## src/rtl/mic_capture_ctrl_pkg.sv

```systemverilog
// mic_ctrl_pkg: shared definitions for the microphone capture controller.
//   - register word addresses of the Avalon-MM register file
//   - CTRL / STATUS bit positions
//   - ctrl_state_t session FSM encoding (also readable in STATUS[8:6])
//   - ARM / ABORT phase lengths in clock cycles
package mic_ctrl_pkg;

    localparam logic [2:0] ADDR_CTRL       = 3'd0;
    localparam logic [2:0] ADDR_STATUS     = 3'd1;
    localparam logic [2:0] ADDR_START_ADDR = 3'd2;
    localparam logic [2:0] ADDR_NUM_SAMPLES = 3'd3;
    localparam logic [2:0] ADDR_SAMPLE_DIV = 3'd4;
    localparam logic [2:0] ADDR_SAMPLE_CNT = 3'd5;

    localparam int CTRL_GO      = 0;
    localparam int CTRL_ABORT   = 1;
    localparam int CTRL_HALF_IE = 2;
    localparam int CTRL_END_IE  = 3;
    localparam int CTRL_DONE_IE = 4;

    localparam int STAT_BUSY      = 0;
    localparam int STAT_HALF_PEND = 1;
    localparam int STAT_END_PEND  = 2;
    localparam int STAT_DONE_PEND = 3;
    localparam int STAT_ABORTED   = 4;
    localparam int STAT_CFG_ERR   = 5;

    typedef enum logic [2:0] {
        IDLE     = 3'd0,
        ARM      = 3'd1,
        RUN      = 3'd2,
        DONE     = 3'd3,
        ABORTING = 3'd4
    } ctrl_state_t;

    localparam int ARM_CYCLES   = 3;
    localparam int ABORT_CYCLES = 4;

endpackage

```

## src/rtl/mic_capture_ctrl_if.sv

```systemverilog
// mic_capture_ctrl_if: Avalon-MM register bus between the host and the
// capture controller (fixed read latency 1, no waitrequest).
//   AS_ADDR      word address
//   AS_READ      read request
//   AS_WRITE     write request
//   AS_WRITEDATA write data
//   AS_READDATA  read data, valid the cycle after AS_READ
// master: bus host side; slave: controller side.
interface mic_capture_ctrl_if;
    logic [2:0]  AS_ADDR;
    logic        AS_READ;
    logic        AS_WRITE;
    logic [31:0] AS_WRITEDATA;
    logic [31:0] AS_READDATA;

    modport master (output AS_ADDR, AS_READ, AS_WRITE, AS_WRITEDATA,
                    input  AS_READDATA);
    modport slave  (input  AS_ADDR, AS_READ, AS_WRITE, AS_WRITEDATA,
                    output AS_READDATA);
endinterface

```

## src/rtl/mic_capture_ctrl_pacer.sv

```systemverilog
// mic_sample_pacer: programmable-rate sample strobe generator.
//   CLK, RESET_N  clock, asynchronous active-low reset
//   enable        counter runs while high, held at 0 while low
//   div           period in cycles (caller guarantees div >= 2 while enabled)
//   strobe        high for one cycle when the counter reaches div-1
module mic_sample_pacer #(
    parameter int DIV_W = 16
) (
    input  logic             CLK,
    input  logic             RESET_N,
    input  logic             enable,
    input  logic [DIV_W-1:0] div,
    output logic             strobe
);
    localparam logic [DIV_W-1:0] ONE = DIV_W'(1);

    logic [DIV_W-1:0] cnt_reg;
    logic             at_end;

    assign at_end = (cnt_reg == (div - ONE));
    assign strobe = enable & at_end;

    always_ff @(posedge CLK or negedge RESET_N) begin
        if (!RESET_N) begin
            cnt_reg <= '0;
        end else if (!enable || at_end) begin
            cnt_reg <= '0;
        end else begin
            cnt_reg <= cnt_reg + ONE;
        end
    end
endmodule

```

## src/rtl/mic_capture_ctrl.sv

```systemverilog
// mic_capture_ctrl: Avalon-MM slave that configures, paces and supervises
// the mic_dma engine for one capture session.
//   CLK, RESET_N                 clock, asynchronous active-low reset
//   avs                          register bus (slave modport)
//   IRQ                          level interrupt, |(pending & enable)
//   start                        DMA session start level (ARM and RUN)
//   read_ready                   one-cycle sample strobe from the pacer
//   start_address/number_samples session configuration to the DMA
//   half_way_ack/end_ack         one-cycle acks of the DMA latches
//   DMA_RESET                    DMA reset during an abort
//   half_way_latch/end_latch     DMA level events
//   FINISHED                     DMA session complete
module mic_capture_ctrl
    import mic_ctrl_pkg::*;
#(
    parameter int DIV_W = 16
) (
    input  logic                 CLK,
    input  logic                 RESET_N,
    mic_capture_ctrl_if.slave    avs,
    output logic                 IRQ,
    output logic                 start,
    output logic                 read_ready,
    output logic [31:0]          start_address,
    output logic [31:0]          number_samples,
    output logic                 half_way_ack,
    output logic                 end_ack,
    output logic                 DMA_RESET,
    input  logic                 half_way_latch,
    input  logic                 end_latch,
    input  logic                 FINISHED
);
    ctrl_state_t      state_reg, state_next;
    logic [2:0]       phase_reg, phase_next;
    logic             half_ie_reg, end_ie_reg, done_ie_reg;
    logic             half_pend_reg, end_pend_reg, done_pend_reg;
    logic             aborted_reg, cfg_err_reg;
    logic [DIV_W-1:0] sample_div_reg;
    logic [31:0]      sample_count_reg;
    logic [31:0]      readdata_reg, rd_mux;
    logic             half_prev_reg, end_prev_reg;

    logic        wr_ctrl, go_req, abort_req, cfg_ok, busy;
    logic        go_accept, go_reject, set_done, set_aborted;
    logic        half_edge, end_edge;
    logic [31:0] w1c;

    assign wr_ctrl   = avs.AS_WRITE && (avs.AS_ADDR == ADDR_CTRL);
    // ABORT takes priority when both bits are written together.
    assign go_req    = wr_ctrl && avs.AS_WRITEDATA[CTRL_GO] && !avs.AS_WRITEDATA[CTRL_ABORT];
    assign abort_req = wr_ctrl && avs.AS_WRITEDATA[CTRL_ABORT];
    assign cfg_ok    = (number_samples != 32'd0) && (sample_div_reg >= DIV_W'(2));
    assign busy      = (state_reg != IDLE);
    assign w1c       = (avs.AS_WRITE && (avs.AS_ADDR == ADDR_STATUS)) ? avs.AS_WRITEDATA : 32'd0;

    // Edges only count during a session; the previous-value register tracks
    // the latch at all times, so a latch already high at ARM entry is no edge.
    assign half_edge = busy && half_way_latch && !half_prev_reg;
    assign end_edge  = busy && end_latch && !end_prev_reg;

    assign start     = (state_reg == ARM) || (state_reg == RUN);
    assign DMA_RESET = (state_reg == ABORTING);
    assign IRQ       = (half_pend_reg & half_ie_reg) | (end_pend_reg & end_ie_reg)
                     | (done_pend_reg & done_ie_reg);
    assign avs.AS_READDATA = readdata_reg;

    mic_sample_pacer #(.DIV_W(DIV_W)) u_pacer (
        .CLK     (CLK),
        .RESET_N (RESET_N),
        .enable  (state_reg == RUN),
        .div     (sample_div_reg),
        .strobe  (read_ready)
    );

    always_comb begin
        state_next  = state_reg;
        phase_next  = phase_reg;
        go_accept   = 1'b0;
        go_reject   = 1'b0;
        set_done    = 1'b0;
        set_aborted = 1'b0;
        case (state_reg)
            IDLE: begin
                if (go_req) begin
                    if (cfg_ok) begin
                        state_next = ARM;
                        phase_next = 3'd0;
                        go_accept  = 1'b1;
                    end else begin
                        go_reject = 1'b1;
                    end
                end
            end
            ARM: begin
                if (abort_req) begin
                    state_next = ABORTING;
                    phase_next = 3'd0;
                end else if (phase_reg == 3'(ARM_CYCLES - 1)) begin
                    state_next = RUN;
                end else begin
                    phase_next = phase_reg + 3'd1;
                end
            end
            RUN: begin
                if (abort_req) begin
                    state_next = ABORTING;
                    phase_next = 3'd0;
                end else if (FINISHED) begin
                    state_next = DONE;
                    set_done   = 1'b1;
                end
            end
            DONE: begin
                if (!FINISHED) state_next = IDLE;
            end
            ABORTING: begin
                if (phase_reg == 3'(ABORT_CYCLES - 1)) begin
                    state_next  = IDLE;
                    set_aborted = 1'b1;
                end else begin
                    phase_next = phase_reg + 3'd1;
                end
            end
            default: state_next = IDLE;
        endcase
    end

    always_comb begin
        rd_mux = 32'd0;
        case (avs.AS_ADDR)
            ADDR_CTRL:        rd_mux[4:2] = {done_ie_reg, end_ie_reg, half_ie_reg};
            ADDR_STATUS:      rd_mux[8:0] = {state_reg, cfg_err_reg, aborted_reg, done_pend_reg,
                                             end_pend_reg, half_pend_reg, busy};
            ADDR_START_ADDR:  rd_mux = start_address;
            ADDR_NUM_SAMPLES: rd_mux = number_samples;
            ADDR_SAMPLE_DIV:  rd_mux[DIV_W-1:0] = sample_div_reg;
            ADDR_SAMPLE_CNT:  rd_mux = sample_count_reg;
            default:          rd_mux = 32'd0;
        endcase
    end

    always_ff @(posedge CLK or negedge RESET_N) begin
        if (!RESET_N) begin
            state_reg        <= IDLE;
            phase_reg        <= 3'd0;
            half_ie_reg      <= 1'b0;
            end_ie_reg       <= 1'b0;
            done_ie_reg      <= 1'b0;
            half_pend_reg    <= 1'b0;
            end_pend_reg     <= 1'b0;
            done_pend_reg    <= 1'b0;
            aborted_reg      <= 1'b0;
            cfg_err_reg      <= 1'b0;
            start_address    <= 32'd0;
            number_samples   <= 32'd0;
            sample_div_reg   <= '0;
            sample_count_reg <= 32'd0;
            readdata_reg     <= 32'd0;
            half_prev_reg    <= 1'b0;
            end_prev_reg     <= 1'b0;
            half_way_ack     <= 1'b0;
            end_ack          <= 1'b0;
        end else begin
            state_reg     <= state_next;
            phase_reg     <= phase_next;
            half_prev_reg <= half_way_latch;
            end_prev_reg  <= end_latch;
            half_way_ack  <= half_edge;
            end_ack       <= end_edge;

            if (wr_ctrl) begin
                half_ie_reg <= avs.AS_WRITEDATA[CTRL_HALF_IE];
                end_ie_reg  <= avs.AS_WRITEDATA[CTRL_END_IE];
                done_ie_reg <= avs.AS_WRITEDATA[CTRL_DONE_IE];
            end

            // Configuration is frozen for the whole session.
            if (avs.AS_WRITE && !busy) begin
                if (avs.AS_ADDR == ADDR_START_ADDR)  start_address  <= avs.AS_WRITEDATA;
                if (avs.AS_ADDR == ADDR_NUM_SAMPLES) number_samples <= avs.AS_WRITEDATA;
                if (avs.AS_ADDR == ADDR_SAMPLE_DIV)  sample_div_reg <= avs.AS_WRITEDATA[DIV_W-1:0];
            end

            // Clear first, then OR in the set so a same-cycle event survives.
            half_pend_reg <= (half_pend_reg & ~w1c[STAT_HALF_PEND]) | half_edge;
            end_pend_reg  <= (end_pend_reg  & ~w1c[STAT_END_PEND])  | end_edge;
            done_pend_reg <= (done_pend_reg & ~w1c[STAT_DONE_PEND]) | set_done;
            aborted_reg   <= (aborted_reg   & ~w1c[STAT_ABORTED])   | set_aborted;
            cfg_err_reg   <= (cfg_err_reg   & ~w1c[STAT_CFG_ERR])   | go_reject;

            if (go_accept) begin
                sample_count_reg <= 32'd0;
            end else if (read_ready && (sample_count_reg != 32'hFFFF_FFFF)) begin
                sample_count_reg <= sample_count_reg + 32'd1;
            end

            readdata_reg <= avs.AS_READ ? rd_mux : 32'd0;
        end
    end
endmodule

```

## src/flat_wrapper.sv

```systemverilog
// flat-port wrapper written by rule: the top's interface ports become plain ports
module mic_capture_ctrl_flat import mic_ctrl_pkg::*;
#(
    parameter int DIV_W = 16
)
  (CLK, RESET_N, IRQ, start, read_ready, start_address, number_samples, half_way_ack, end_ack, DMA_RESET, half_way_latch, end_latch, FINISHED, avs_AS_ADDR, avs_AS_READ, avs_AS_WRITE, avs_AS_WRITEDATA, avs_AS_READDATA);
  mic_capture_ctrl_if avs_i ();
  input  logic CLK;
  input  logic RESET_N;
  output logic IRQ;
  output logic start;
  output logic read_ready;
  output logic [31:0] start_address;
  output logic [31:0] number_samples;
  output logic half_way_ack;
  output logic end_ack;
  output logic DMA_RESET;
  input  logic half_way_latch;
  input  logic end_latch;
  input  logic FINISHED;
  input wire logic [$bits(avs_i.AS_ADDR)-1:0] avs_AS_ADDR;
  input wire logic [$bits(avs_i.AS_READ)-1:0] avs_AS_READ;
  input wire logic [$bits(avs_i.AS_WRITE)-1:0] avs_AS_WRITE;
  input wire logic [$bits(avs_i.AS_WRITEDATA)-1:0] avs_AS_WRITEDATA;
  output wire logic [$bits(avs_i.AS_READDATA)-1:0] avs_AS_READDATA;
  assign avs_i.AS_ADDR = avs_AS_ADDR;
  assign avs_i.AS_READ = avs_AS_READ;
  assign avs_i.AS_WRITE = avs_AS_WRITE;
  assign avs_i.AS_WRITEDATA = avs_AS_WRITEDATA;
  assign avs_AS_READDATA = avs_i.AS_READDATA;
  mic_capture_ctrl #(.DIV_W(DIV_W)) u_core (.CLK(CLK), .RESET_N(RESET_N), .avs(avs_i), .IRQ(IRQ), .start(start), .read_ready(read_ready), .start_address(start_address), .number_samples(number_samples), .half_way_ack(half_way_ack), .end_ack(end_ack), .DMA_RESET(DMA_RESET), .half_way_latch(half_way_latch), .end_latch(end_latch), .FINISHED(FINISHED));
endmodule
```

## config.mk

```make
export PLATFORM = sky130hd
export DESIGN_NAME = mic_capture_ctrl_flat
export DESIGN_NICKNAME = d
export VERILOG_FILES = /design/src/rtl/mic_capture_ctrl_pkg.sv /design/src/rtl/mic_capture_ctrl_if.sv /design/src/rtl/mic_capture_ctrl_pacer.sv /design/src/rtl/mic_capture_ctrl.sv /design/src/flat_wrapper.sv
export SDC_FILE = /design/constraint.sdc
export NUM_CORES = 1
export LEC_CHECK = 0
export CORE_ASPECT_RATIO = 0.75
export CORE_MARGIN = 5
export CORE_UTILIZATION = 45
export DETAILED_ROUTE_END_ITERATION = 10
export GPL_ROUTABILITY_DRIVEN = 0
export PLACE_DENSITY = 0.76
export RECOVER_POWER = 100
export REMOVE_ABC_BUFFERS = 1
export SYNTH_ARGS = -nofsm -noshare
export SYNTH_HDL_FRONTEND = slang
export SYNTH_SLANG_ARGS = --single-unit
```

## constraint.sdc

```tcl
create_clock -name CLK -period 5.6 [get_ports CLK]
set_clock_uncertainty 0.2 [all_clocks]
set_input_delay 1.12 -clock CLK [delete_from_list [all_inputs] [get_ports CLK]]
set_output_delay 1.12 -clock CLK [all_outputs]
set_load 0.02 [all_outputs]
```

---- Word-level counts from Yosys, hierarchy flattened ----
Index checks and enable logic that the tools add are counted.
operators by class
  $add $sub $neg .......................... 4
  magnitude comparators ................... 1
  eq/ne operators ......................... 22
  multiplexer cells ....................... 37
  bitwise gates (word level) .............. 21
  reductions and logical operators ........ 30
operators by type and width
  kind                   number
  $mux 32                3
  $pmux 16 s3            1
  $mux 3                 14
  $add 32x1->32 const B  1
  $ne 32x32->1 const B   1
  $reduce_bool 32->1     1
  $pmux 7 s4             1
  $pmux 4 s5             1
  $eq 3x2->1 const B     6
  $pmux 3 s6             1
  $add 16x1->16 const B  1
  $eq 16x16->1           1
  $ge 16x2->1 const B    1
  $mux 16                1
  $sub 16x1->16 const B  1
  $pmux 3 s5             1
  $logic_and 1x1->1      12
  $pmux 3 s4             1
  $reduce_and 6->1       2
  $mux 1                 11
  $pmux 2 s5             1
  $and 1x1->1            9
  $eq 3x3->1 const B     3
  $ne 3x2->1 const B     3
  14 further kinds       37
word-level totals
  register bits after elaboration ......... 178
  bits of input ports ..................... 42
  output and inout bits ................... 102
  word-level logic and storage cells ...... 135

---- Depth between registers and ports, before layout ----
Gate-level depths: netlist of run 1.
  depth after elaboration ................. 7
  mapped depth ............................ 12
  gate-level depth less buffers ........... 10

---- Hierarchy ----
Synthesis of run 1 repeated with hierarchy kept, for this count alone.
unflattened totals
  cells, all modules ...................... 832
  area, all modules ....................... 9,083.7 um^2
modules (own cells, without submodules)
  module            times used  cells an instance  area each (um^2)  seq. area each (um^2)
  mic_capture_ctrl  1           663                7,627.3           4,053.9
  mic_sample_pacer  1           169                1,456.4           400.4

---- Worst setup path before layout of run 1 ----
OpenSTA, ideal clock, no wires.
  path type ............................... reg-to-output
  start ................................... register u_core.sample_div_reg[0]
  end ..................................... output read_ready
  arrival ................................. 3.238 ns
  required time ........................... 4.280 ns
  setup slack ............................. 1.042 ns
  stages on the path, launching flop included .. 10
  buffers on the path ..................... 0
  path through ............................ dfrtp_1 -> inv_1 -> ha_1 -> or3b_2 -> or4_1 -> xnor2_1 -> a211oi_1 -> o211ai_1 -> or2_2 -> nor4b_1
on the way
  cells in the longest elaborated chain, start to end .. 3
ends and longest elaborated chain
  element                 line                          text
  from (decl)             mic_capture_ctrl.sv:38        logic [DIV_W-1:0] sample_div_reg;
  from (signal assigned)  mic_capture_ctrl.sv:181       if (avs.AS_ADDR == ADDR_SAMPLE_DIV) sample_div_reg <= avs.AS_WRITEDATA[DIV_W-1:0];
  $sub 16x1->16           mic_capture_ctrl_pacer.sv:20  assign at_end = (cnt_reg == (div - ONE));
  $eq 16x16->1            mic_capture_ctrl_pacer.sv:20
  $and 1x1->1             mic_capture_ctrl_pacer.sv:21  assign strobe = enable & at_end;
  to (decl)               flat_wrapper.sv:12            output logic read_ready;
No other way between the ends.

---- Worst setup path after layout of run 1 ----
Same ends and word-level chain as after synthesis.

==> results of run 1 <==
-- cells by family (layout without fill, tap and decap cells) --
kind of cell | Yosys count | count (layout) | share of synthesized area
buf+inv | 60 | 199 | 0.0273
fa+ha+maj | 8 | 8 | 0.0112
flops | 178 | 178 | 0.499
simple gates | 284 | 284 | 0.169
mux | 128 | 128 | 0.157
compound gates | 151 | 151 | 0.103
other cells | 0 | 3 | 0
xor+xnor | 34 | 34 | 0.0333
-- power breakdown --
part           total (W)  switching [W]  internal, W
combinational    0.00209        0.00109      0.00100
clock            0.00127       0.000552     0.000717
sequential       0.00228       0.000564      0.00172
total            0.00564        0.00220      0.00344
-- cells in the mapped netlist, drive strengths merged, types with 2 or more instances --
cell	count	area (sq um)
a22o	2	17.5
nor4b	5	43.8
o21a	2	15.0
or2	2	12.5
ha	8	100
nand3b	2	15.0
and2	8	50.1
and3	19	119
xor2	14	123
a41o	2	20.0
buf	13	67.6
clkbuf	34	128
o31ai	6	45.0
nor3	7	35.0
nand3	29	145
or4	9	71.3
a21o	4	30.0
o211ai	5	37.5
nor2b	8	50.1
o22ai	10	62.6
nand4	13	81.3
or3	29	186
a22oi	8	60.1
mux2	89	1000
a31oi	2	12.5
a21boi	2	15.0
nor3b	6	45.0
and3b	5	43.8
a21oi	58	290
inv	13	48.8
nand2b	3	18.8
nor2	77	289
o32ai	3	26.3
xnor2	20	175
and4	4	35.0
nor4	15	100
dfrtp	178	4450
a211oi	3	22.5
mux2i	38	380
o21ai	33	165
a221oi	3	26.3
nand2	42	158
-- routing by layer --
metal	share of wire	vias to the layer above
li1	-	3335
met1	0.47	3632
met5	0	-
met2	0.44	317
met3	0.080	31
met4	0.014	0
-- final cells by class --
cell class                 count  area share
sequential                   178       0.399
multi-input combinational    605       0.379
timing repair buffer         154       0.132
clock buffer                  17      0.0382
tap                          253      0.0284
clock inverter                15      0.0174
inverter                      13     0.00438
antenna                        3    0.000673
-- layout by cell type, fill, tap and decap left out, types with 13 or more instances in the layout --
cell / count
dfrtp_1: 178
dlygate4sd3_1: 104
mux2_2: 89
nor2_1: 77
a21oi_1: 58
nand2_1: 42
mux2i_1: 38
clkdlybuf4s50_1: 36
o21ai_0: 31
or3_1: 29
nand3_1: 29
xnor2_1: 20
and3_1: 19
clkbuf_16: 17
xor2_1: 14
nor4_1: 14
inv_1: 13
nand4_1: 13
-- path summary, 6_finish.rpt --
kind	startpoint	end	slack, ns	cells past startpoint
hold / removal	u_core.half_prev_reg	u_core.half_way_ack	0.22	1
max in group asynchronous	RESET_N	u_core.number_samples[25]	1.11	2
min in group asynchronous	RESET_N	u_core.start_address[11]	1.27	1
setup / recovery	u_core.sample_div_reg[0]	read_ready	0.29	10
setup reg to reg	u_core.sample_div_reg[0]	u_core.sample_count_reg[28]	0.96	10
hold reg to reg	u_core.half_prev_reg	u_core.half_way_ack	0.22	1
-- metrics by stage --
| stage | instance area [sq um] | util | hold WS (ns) | setup slack (ns) |
|---|---|---|---|---|
| after floorplan | 8740 | - | 0.195 | 1.04 |
| after global placement | 10600 | 0.544 | 0.203 | 0.667 |
| after detailed placement | 10600 | 0.544 | 0.206 | 0.485 |
| after CTS | 11200 | 0.576 | 0.219 | 0.288 |
| after global routing | 11100 | 0.574 | 0.254 | 0.0152 |
| final | 11200 | 0.574 | 0.220 | 0.293 |
==> results.json, run 1 <==
{
  "drtIter0Drc": 654,
  "met3_usage": 0.0485,
  "ios": 144,
  "critical-path-top-delay-family": "simple AND/OR/NAND/NOR gates",
  "ys_types": 59,
  "multi_input_area_sq_um": 4230,
  "drive_gt1_frac": 0.134,
  "setup_viol": 0,
  "start_util": 0.460,
  "grtUsageMet2": 0.314,
  "wl_mm": 24.8,
  "powerDensity_nw_per_um2": 506,
  "clockBufferDepth": 2,
  "synth_edf_count": 0,
  "hp-class": "reg2reg",
  "fin_crit_ns": 5.31,
  "syn_area_sq_um": 8930,
  "nets": 1019,
  "final_hold_viol_count": 0,
  "cp_slowest_cell": "or3b_2",
  "synth_area_per_cell_sq_um": 10.6,
  "cts_setup_buffers": 0,
  "tightest_slew_ns": 2.60,
  "endpoint_kind": "primary output",
  "rows": 44,
  "first_global_vias": 7065,
  "nFillCells": 1650,
  "die_h_um": 132,
  "crit_path_cell_trace": "inv_1 > ha_1 > or3b_2 > or4_1 > xnor2_1 > a211oi_1 > o211ai_1 > or2_2 > nor4b_1 > dlygate4sd2_1",
  "fin_setup_tns_ns": 0,
  "numPortBuffers": 143,
  "violations": "max-capacitance violations, max-slew violations",
  "instances_no_fill": 1238,
  "core_area_sq_um": 19400,
  "vias": 7315,
  "relSlewSlack": -0.733,
  "grt_pass1_wl_mm": 39.9,
  "drv_cap": 6,
  "ant_nets": 0,
  "area.growth.synth_to_final_pct": 24.9,
  "htree_levels": 4,
  "yosysWarnings": 0,
  "fp.dieW_um": 173,
  "period_share": 0.948,
  "drt-wirelength-per-cell_um": 20.0,
  "cp.arrival_ns": 3.99,
  "synthCells": 843,
  "dp_hpwl_mm": 17.4,
  "required_ns": 4.28,
  "overflow": 0,
  "cp_slowest_stage_delay_ns": 0.52,
  "p_leak_nw": 4.77,
  "power_w": 0.00564,
  "busiest_layer": "met1",
  "slew_viol_final": 285,
  "cts_tree": "built",
  "grtUsageTotal": 0.214,
  "regArea_sq_um": 4450,
  "hold_buffers": 0,
  "clk-insertion-delay-late_ns": 0.44,
  "via_per_inst": 5.91,
  "grtUsageMet1": 0.324,
  "die_area_sq_um": 22800,
  "cts-resized-gates": 1,
  "peakVddDrop_uv": 278,
  "drt_first_pass_iters": 6,
  "path_max_fanout": 7,
  "yosys_register_bits": 178,
  "max_freq_ghz": 0.188,
  "grt_max_degree": 105,
  "cts.sinks": 178,
  "synth-async-reset-ratio": 1.00,
  "cp.buffers_inverters": 2,
  "synthFlopType": "dfrtp_1",
  "status": "complete, but fails checks",
  "cts_root_buf": "clkbuf_16",
  "dp_cells": 1203,
  "antenna_found_initial": 1,
  "start_kind": "flip-flop",
  "rsz0062_at_grt": "false",
  "yosysSeqAreaShare": 0.499,
  "clk_pin_slew_ns": 0.07,
  "cts_buffers": 17,
  "crit_type": "reg2out",
  "drc": 0
}
No activity file was read; power rests on OpenSTA's default activity.
==> run 2: changes to the inputs <==
--- a/config.mk
+++ b/config.mk
@@ -10,7 +10,7 @@
 export CORE_UTILIZATION = 45
 export DETAILED_ROUTE_END_ITERATION = 10
 export GPL_ROUTABILITY_DRIVEN = 0
-export PLACE_DENSITY = 0.76
+export PLACE_DENSITY = 0.66
 export RECOVER_POWER = 100
 export REMOVE_ABC_BUFFERS = 1
 export SYNTH_ARGS = -nofsm -noshare
==> results.json, run 2 (synthesized netlist as in run 1, its figures left out) <==
{
  "r2r_cells": 10,
  "relSlewSlack": -0.951,
  "clk_pin_slew_ns": 0.07,
  "status": "complete, but fails checks",
  "cts.sinks": 178,
  "routed-wl-met3_mm": 1.49,
  "die_area_sq_um": 22800,
  "ios": 144,
  "final_hold_viol_count": 0,
  "p_switching_w": 0.00221,
  "wl_mm": 24.8,
  "power_w": 0.00569,
  "cp.buffers_inverters": 2,
  "cp_slowest_cell": "clkdlybuf4s50_1",
  "routed.top_layer": "met4",
  "fin_crit_ns": 5.39,
  "dp_hpwl_mm": 17.7,
  "max_freq_ghz": 0.186,
  "design_area_sq_um": 11200,
  "drv_cap": 5,
  "numPortBuffers": 143,
  "hold_end": "u_core.half_way_ack",
  "cp_slowest_stage_delay_ns": 0.65,
  "crit_path_cell_trace": "inv_1 > ha_1 > or3b_2 > or4_1 > xnor2_1 > a211oi_2 > o211ai_1 > or2_2 > nor4b_2 > clkdlybuf4s50_1",
  "reg2reg_slack_ns": 1.06,
  "hold_start": "u_core.half_prev_reg",
  "core_area_sq_um": 19400,
  "post-place-ws_ns": 0.464,
  "ant_nets": 0,
  "via_per_inst": 5.79,
  "grtUsageTotal": 0.218,
  "drt-met1-wl_mm": 12.4,
  "required_ns": 4.28,
  "path_max_fanout": 7,
  "hold_buffers": 0,
  "start_kind": "flip-flop",
  "overflow": 0,
  "crit_type": "reg2out",
  "vias": 7139,
  "die_h_um": 132,
  "first_global_vias": 6991,
  "endpoint_kind": "primary output",
  "rsz0062_at_grt": "false",
  "r2r-start": "u_core.sample_div_reg[0]",
  "timing.rr.end": "u_core.sample_count_reg[29]",
  "clkPwrFrac": 0.230,
  "wl_met2_mm": 10.4,
  "pwr-share-comb": 0.368,
  "slew_viol_final": 275,
  "swShare": 0.388,
  "instances_no_fill": 1234,
  "cts_tree": "built",
  "clockBufferDepth": 2,
  "period_share": 0.962,
  "powerDensity_nw_per_um2": 509,
  "cts_setup_buffers": 0,
  "critical-path-top-delay-family": "simple AND/OR/NAND/NOR gates",
  "setup_viol": 0,
  "p_leak_nw": 4.77,
  "drt-wirelength-per-cell_um": 20.1,
  "area.growth.synth_to_final_pct": 25.1,
  "drtIter0Drc": 538,
  "nets": 1017,
  "cp.arrival_ns": 4.07,
  "drc": 0,
  "timing.final.ws_setup_ns": 0.210,
  "start_util": 0.460,
  "p_seq_frac": 0.402,
  "drt_first_pass_iters": 6,
  "final_common_cell": "dfrtp_1",
  "violations": "max-capacitance violations, max-slew violations",
  "fp.dieW_um": 173,
  "placed_area_sq_um": 10600,
  "fin_setup_tns_ns": 0,
  "dp_cells": 1201,
  "final_cell_mix": "dfrtp_1, dlygate4sd3_1, mux2_2",
  "clk-insertion-delay-late_ns": 0.44,
  "rows": 44,
  "cts_buffers": 17,
  "cts_root_buf": "clkbuf_16",
  "tightest_slew_ns": 2.93,
  "htree_levels": 4,
  "grt_pass1_wl_mm": 40.2,
  "hp-class": "reg2reg",
  "antenna_found_initial": 1,
  "grt_max_degree": 105,
  "drive_gt1_frac": 0.137,
  "min_path_cells": 1,
  "nFillCells": 1694,
  "peakVddDrop_uv": 240,
  "intPower_w": 0.00348
}
## run 2: through the flow
step	hold slack (ns)	util
finish	0.223	0.575
global route	0.233	0.575
CTS	0.220	0.576
detailed placement	0.205	0.543
global placement	0.207	0.543
floorplan	0.195	-
## run 2: worst reg2reg max path, cell delays in order, from the launching register on
cell,delay (ns)
dfrtp_1,0.46
inv_1,0.11
ha_1,0.22
or3b_2,0.51
or4_1,0.48
xnor2_1,0.17
a211oi_2,0.27
o211ai_1,0.14
or3_1,0.99
or4_1,0.76
a21oi_1,0.15
## run 2: repair_timing
| action | in CTS | in global routing |
|---|---|---|
| gates resized for setup | 1 | 2 |
| gates cloned | 0 | 0 |
| pin swaps | 0 | 0 |
| endpoints found under the hold margin | 0 | 0 |
| endpoints found under the setup margin | 1 | 1 |
## run 2: cell type report
type | count | area [sq um] | share of cell area
sequential | 178 | 4450 | 0.399
multi-input combinational | 605 | 4240 | 0.380
timing repair buffer | 152 | 1470 | 0.131
clock buffer | 17 | 425 | 0.0381
tap | 253 | 317 | 0.0283
clock inverter | 15 | 215 | 0.0193
inverter | 13 | 48.8 | 0.00437
antenna | 1 | 2.50 | 0.000224
## run 2: worst max-delay path by stage
| stage | from | to | slack (ns) | cells after the start |
|---|---|---|---|---|
| 2_1_floorplan | u_core.sample_div_reg[0] | read_ready | 1.04 | 9 |
| 3_3_place_gp | u_core.sample_div_reg[0] | read_ready | 0.60 | 10 |
| 6_report | u_core.sample_div_reg[0] | read_ready | 0.21 | 10 |
| 3_5_place_dp | u_core.sample_div_reg[0] | read_ready | 0.46 | 10 |
| 5_1_grt | u_core.sample_div_reg[0] | read_ready | 0.07 | 10 |
| 4_1_cts | u_core.sample_div_reg[0] | read_ready | 0.03 | 10 |
## run 2: metal layers
layer  vias to the layer above  track usage
li1                       3340            -
met1                      3542        0.328
met2                       223        0.315
met3                        34       0.0553
met4                         0       0.0550
met5                         -            0
## run 2: power by group through the flow
stage               sequential, W  combinational, W  clock [W]
finish                    0.00229           0.00209    0.00131
floorplan                 0.00243           0.00103          0
CTS                       0.00229           0.00219    0.00133
global route              0.00236           0.00228    0.00138
global placement          0.00229           0.00216          0
detailed placement        0.00231           0.00218          0
